`src/rtl/instrfetch_pkg.sv`:
```
// Shared fetch-path widths, types and the line-alignment helper.
package instrfetch_pkg;
   localparam int XLEN      = 32;
   localparam int BUS_WID   = 64;
   localparam int BUS_BYTES = BUS_WID / 8;
   localparam int OFF_W     = $clog2(BUS_BYTES);

   typedef logic [XLEN-1:0]    addr_t;
   typedef logic [BUS_WID-1:0] line_t;

   function automatic addr_t line_align(input addr_t a);
      return {a[XLEN-1:OFF_W], {OFF_W{1'b0}}};
   endfunction
endpackage

```
`src/rtl/fetch_credit.sv`:
```
// In-flight request counter plus the count of in-flight responses that belong
// to an abandoned path.
module fetch_credit #(
   parameter int MAX_OUT = 2,
   localparam int CW = $clog2(MAX_OUT + 1)
) (
   input  logic i_clk,
   input  logic i_rst,
   input  logic i_issue,
   input  logic i_rvld,
   input  logic i_flush,
   output logic o_credit,
   output logic o_rsp,
   output logic o_stale
);
   localparam logic [CW-1:0] MAX_C = CW'(MAX_OUT);

   logic [CW-1:0] r_out, r_disc;
   logic [CW-1:0] w_out_nxt, w_disc_nxt;

   assign o_rsp    = i_rvld && (r_out != '0);
   assign o_credit = r_out < MAX_C;
   assign o_stale  = r_disc != '0;

   always_comb begin
      w_out_nxt  = r_out;
      w_disc_nxt = r_disc;
      if (i_issue && r_out != MAX_C) w_out_nxt = w_out_nxt + CW'(1);
      if (o_rsp)                     w_out_nxt = w_out_nxt - CW'(1);
      // A flush makes every request still in flight stale, so the discard
      // count is the old stale count plus the live ones, less any response
      // retiring this same cycle.
      if (i_flush)                   w_disc_nxt = r_out - CW'(o_rsp);
      else if (o_rsp && o_stale)     w_disc_nxt = r_disc - CW'(1);
   end

   always_ff @(posedge i_clk) begin
      if (i_rst) begin
         r_out  <= '0;
         r_disc <= '0;
      end else begin
         r_out  <= w_out_nxt;
         r_disc <= w_disc_nxt;
      end
   end
endmodule

```
`src/rtl/instrfetch.sv`:
```
// Fetch controller: owns the fetch PC, issues line requests, forwards
// current-path lines and converts redirects into buffer restarts.
module instrfetch
   import instrfetch_pkg::*;
#(
   parameter int    MAX_OUT  = 2,
   parameter addr_t RESET_PC = '0
) (
   input  logic               i_clk,
   input  logic               i_rst,
   input  logic               i_redirect_vld,
   input  logic [XLEN-1:0]    i_redirect_pc,
   input  logic               i_buffer_free,
   output logic               o_imem_req,
   output logic [XLEN-1:0]    o_imem_addr,
   input  logic               i_imem_ack,
   input  logic               i_imem_rvld,
   input  logic [BUS_WID-1:0] i_imem_rdata,
   output logic               o_jump_vld,
   output logic [XLEN-1:0]    o_jump_pc,
   output logic               o_line_vld,
   output logic [BUS_WID-1:0] o_line_data
);
   logic  r_boot;
   addr_t r_fetch_addr;
   logic  w_flush, w_issue, w_credit, w_rsp, w_stale;
   addr_t w_target;

   // Boot behaves as a redirect to RESET_PC; an external redirect wins.
   assign w_flush     = r_boot || i_redirect_vld;
   assign w_target    = (i_redirect_vld ? i_redirect_pc : RESET_PC) & ~addr_t'(1);
   assign o_imem_req  = !r_boot && !i_redirect_vld && i_buffer_free && w_credit;
   assign o_imem_addr = r_fetch_addr;
   assign w_issue     = o_imem_req && i_imem_ack;

   fetch_credit #(.MAX_OUT(MAX_OUT)) u_credit (
      .i_clk   (i_clk),
      .i_rst   (i_rst),
      .i_issue (w_issue),
      .i_rvld  (i_imem_rvld),
      .i_flush (w_flush),
      .o_credit(w_credit),
      .o_rsp   (w_rsp),
      .o_stale (w_stale)
   );

   always_ff @(posedge i_clk) begin
      if (i_rst) begin
         r_boot       <= 1'b1;
         r_fetch_addr <= line_align(RESET_PC);
         o_jump_vld   <= 1'b0;
         o_jump_pc    <= '0;
         o_line_vld   <= 1'b0;
         o_line_data  <= '0;
      end else begin
         r_boot     <= 1'b0;
         o_jump_vld <= w_flush;
         o_line_vld <= 1'b0;
         if (w_flush) begin
            o_jump_pc    <= w_target;
            r_fetch_addr <= line_align(w_target);
         end else begin
            if (w_issue) r_fetch_addr <= r_fetch_addr + addr_t'(BUS_BYTES);
            if (w_rsp && !w_stale) begin
               o_line_vld  <= 1'b1;
               o_line_data <= i_imem_rdata;
            end
         end
      end
   end
endmodule

```
`config.mk`:
```
export PLATFORM = sky130hd
export DESIGN_NAME = instrfetch
export DESIGN_NICKNAME = d
export VERILOG_FILES = /design/src/rtl/instrfetch_pkg.sv /design/src/rtl/fetch_credit.sv /design/src/rtl/instrfetch.sv
export SDC_FILE = /design/constraint.sdc
export NUM_CORES = 1
export LEC_CHECK = 0
export CORE_MARGIN = 8
export CORE_UTILIZATION = 65
export CTS_BUF_LIST = sky130_fd_sc_hd__clkbuf_8 sky130_fd_sc_hd__clkbuf_16
export DETAILED_ROUTE_END_ITERATION = 6
export DONT_BUFFER_PORTS = 1
export GPL_TIMING_DRIVEN = 0
export PLACE_DENSITY = 0.78
export SLEW_MARGIN = 15
export SYNTH_ARGS = -nofsm -noshare
export SYNTH_HDL_FRONTEND = slang
export SYNTH_SLANG_ARGS = --single-unit
```
`constraint.sdc`:
```
create_clock -name i_clk -period 4.5 [get_ports i_clk]
set_input_delay 0.45 -clock i_clk [delete_from_list [all_inputs] [get_ports i_clk]]
set_output_delay 0.45 -clock i_clk [all_outputs]
set_load 0.02 [all_outputs]
```
==> out/results.ini <==
[outcome]
status = finished, final reports clean

[pwr]
sequentialPowerShare = 0.448
clkPwrFrac = 0.443
comb_power_share = 0.109
power_leakage_nw = 2.07
ir_worst_vdd_v = 0.000307
p_int_w = 0.00211
finalPower_w = 0.00301
swShare = 0.299
p_sw_w = 0.000898
power.density_nw_per_um2 = 486

[critical_path]
crit_fanout = 10
rr_endpoint = o_imem_addr[31]
regToRegStartpoint = o_imem_addr[3]
cp-start-kind = flop
arrival_ns = 2.26
worst-setup-path-type = reg -> out
critPathCaptureType = output port
r2r_slack_ns = 1.85
r2r_cells = 6
worstPathRequired_ns = 4.05

[drt]
dr.pass1.iters = 5
wl_per_cell_um = 21.7
vias_per_cell = 6.42
drc_errors = 0
finalWirelength_um = 18300
via_count = 5397
initialDrtViolationCount = 438
antenna_left = 0

[finish]
synthToLayoutAreaGrowth_pct = 13.2
final_common_cell = nand2_1
drive_gt1_frac = 0.0557
finalNetCount = 830
antenna_cells = 0
fillers = 649
final_area_um2 = 6180
final_cell_mix = nand2_1, dfxtp_1, a21oi_1

[logic_synthesis]
synth_warnings = 0
yosys_most_used_dff = dfxtp_1
synth_seq_area_share = 0.480
avgSynthCellArea_um2 = 7.80
syn-instance-count = 700
synth_edf_count = 0
synth_top_area_share = 0.480
ys_async_sr_fraction = 0
synth_seq_cells = 131
syn_area_um2 = 5460
synth.area.top_cells = dfxtp_1, nand2_1, a21oi_1
synth_top_area_cell = dfxtp_1
synth_cell_types = 52

[die]
dieWidth_um = 108
ios = 233
die_area_um2 = 11600
rows = 33
die_h_um = 108
core_um2 = 8180
start_util = 0.668

[grt]
overflow = 0
grt_pass1_wl_um = 27700
grt_max_degree = 17
grt_use_total = 0.304
grt_pass1_vias = 5167
grt_antenna_before_repair = 0

[place]
placedInstanceArea_um2 = 5600
portBuffers = 0
hpwl_um = 13400
globalplace.congestion = 0.987

[clock_network]
cts_made_buffers = 17
cts_buffer_depth = 2
root_buffer = clkbuf_8
path_clk_slew_ns = 0.07
cts_max_level = 4
clock_sinks = 131
clock_latency_ns = 0.52
postCtsSetupBuffers = 0
cts_tree = built

[sta]
tightest_slew_ns = 0.678
slew_viol_final = 0
grt_setup_unrepaired = no
skew_ns = 0.0112
slew_headroom = 0.548
fmax_ghz = 0.369
hold_violations = 0
timing.final.crit_share = 0.603
fin_setup_tns_ns = 0
setup-violations-final = 0
finalCriticalPeriod_ns = 2.71

[worst_hold_path]
hp-class = in -> reg
hold_depth = 2
min_from = i_imem_rdata[63]
min_to = o_line_data[63]

[job]
cap_violations = 0

-- per-stage QoR --
stage	hold WS (ns)	utilization	cells	worst slack, ns
after detailed placement	0.478	0.685	808	1.85
after global placement	0.478	0.685	808	1.82
after CTS	0.0505	0.756	841	1.81
final	0.0592	0.756	841	1.79
after floorplan	0.478	-	703	2.17
after global routing	0.0422	0.756	841	1.70
-- what timing repair did --
item,CTS,global route
hold buffers,1,0
resized for setup,0,0
hold endpoints to repair,1,0
-- kinds of logic (layout without fill, tap and decap cells) --
group	Yosys count	after routing	synth area share
and+or+nand+nor	309	309	0.252
AOI/OAI and AO/OA	184	184	0.198
DFF	131	131	0.480
buffers and inverters	64	97	0.0474
adders and majority gates	5	5	0.0115
xor gates and xnor gates	5	5	0.00802
other	1	4	0.000687
muxes	1	1	0.00206
-- worst max-delay path, stage by stage (launching register included) --
cell	delay, ns
dfxtp_1	0.34
nor2_1	0.11
clkbuf_1	0.41
clkbuf_1	0.48
and3_1	0.40
-- registers in the layout (all words and copies together) (netlist names) --
signal           flops
o_line_data         64
o_jump_pc           31
o_imem_addr         29
u_credit.r_disc      2
u_credit.r_out       2
o_jump_vld           1
o_line_vld           1
r_boot               1
-- power by group through the flow --
stage | clock, W | combinational [W] | sequential, W
after floorplan | 0 | 0.000248 | 0.00135
after global placement | 0 | 0.000300 | 0.00137
after detailed placement | 0 | 0.000319 | 0.00137
after CTS | 0.00133 | 0.000322 | 0.00135
after global routing | 0.00139 | 0.000365 | 0.00135
final | 0.00133 | 0.000327 | 0.00135
-- routing by layer --
layer	track usage	share of wire
met1	0.330	0.35
met2	0.507	0.50
met3	0.133	0.13
met4	0.125	0.021
met5	0	0
-- Yosys cell counts (5+ instances only) --
| library cell | instances |
|---|---|
| a211oi_1 | 12 |
| nand2_1 | 203 |
| o21ai_0 | 14 |
| nand4_1 | 13 |
| and3_1 | 13 |
| nand3_1 | 23 |
| dfxtp_1 | 131 |
| o31ai_1 | 8 |
| ha_1 | 5 |
| nor3_1 | 14 |
| inv_1 | 6 |
| xnor2_1 | 5 |
| nor2_1 | 13 |
| nor4_1 | 6 |
| clkbuf_1 | 49 |
| a21oi_1 | 114 |
-- layout make-up --
| cell class | count | area, um2 | share of cell area |
|---|---|---|---|
| flip-flops and latches | 131 | 2620 | 0.424 |
| multi-input cells | 508 | 2590 | 0.419 |
| clock buffers | 18 | 428 | 0.0692 |
| plain buffers | 57 | 233 | 0.0376 |
| clock inverters | 14 | 143 | 0.0231 |
| well taps | 105 | 131 | 0.0212 |
| inverters | 7 | 26.3 | 0.00425 |
| repair buffers | 1 | 10.0 | 0.00162 |
-- how the worst max path moves through the flow --
stage,start,endpoint,slack [ns],depth (start not counted)
final,r_boot,o_imem_req,1.79,4
after global placement,i_redirect_vld,o_imem_req,1.82,5
after detailed placement,i_redirect_vld,o_imem_addr[22],1.85,7
after CTS,r_boot,o_imem_req,1.81,4
after global routing,o_imem_addr[3],o_imem_addr[31],1.70,6
after floorplan,o_imem_addr[3],o_imem_addr[31],2.17,6
No activity file was read; power rests on OpenSTA's default activity.
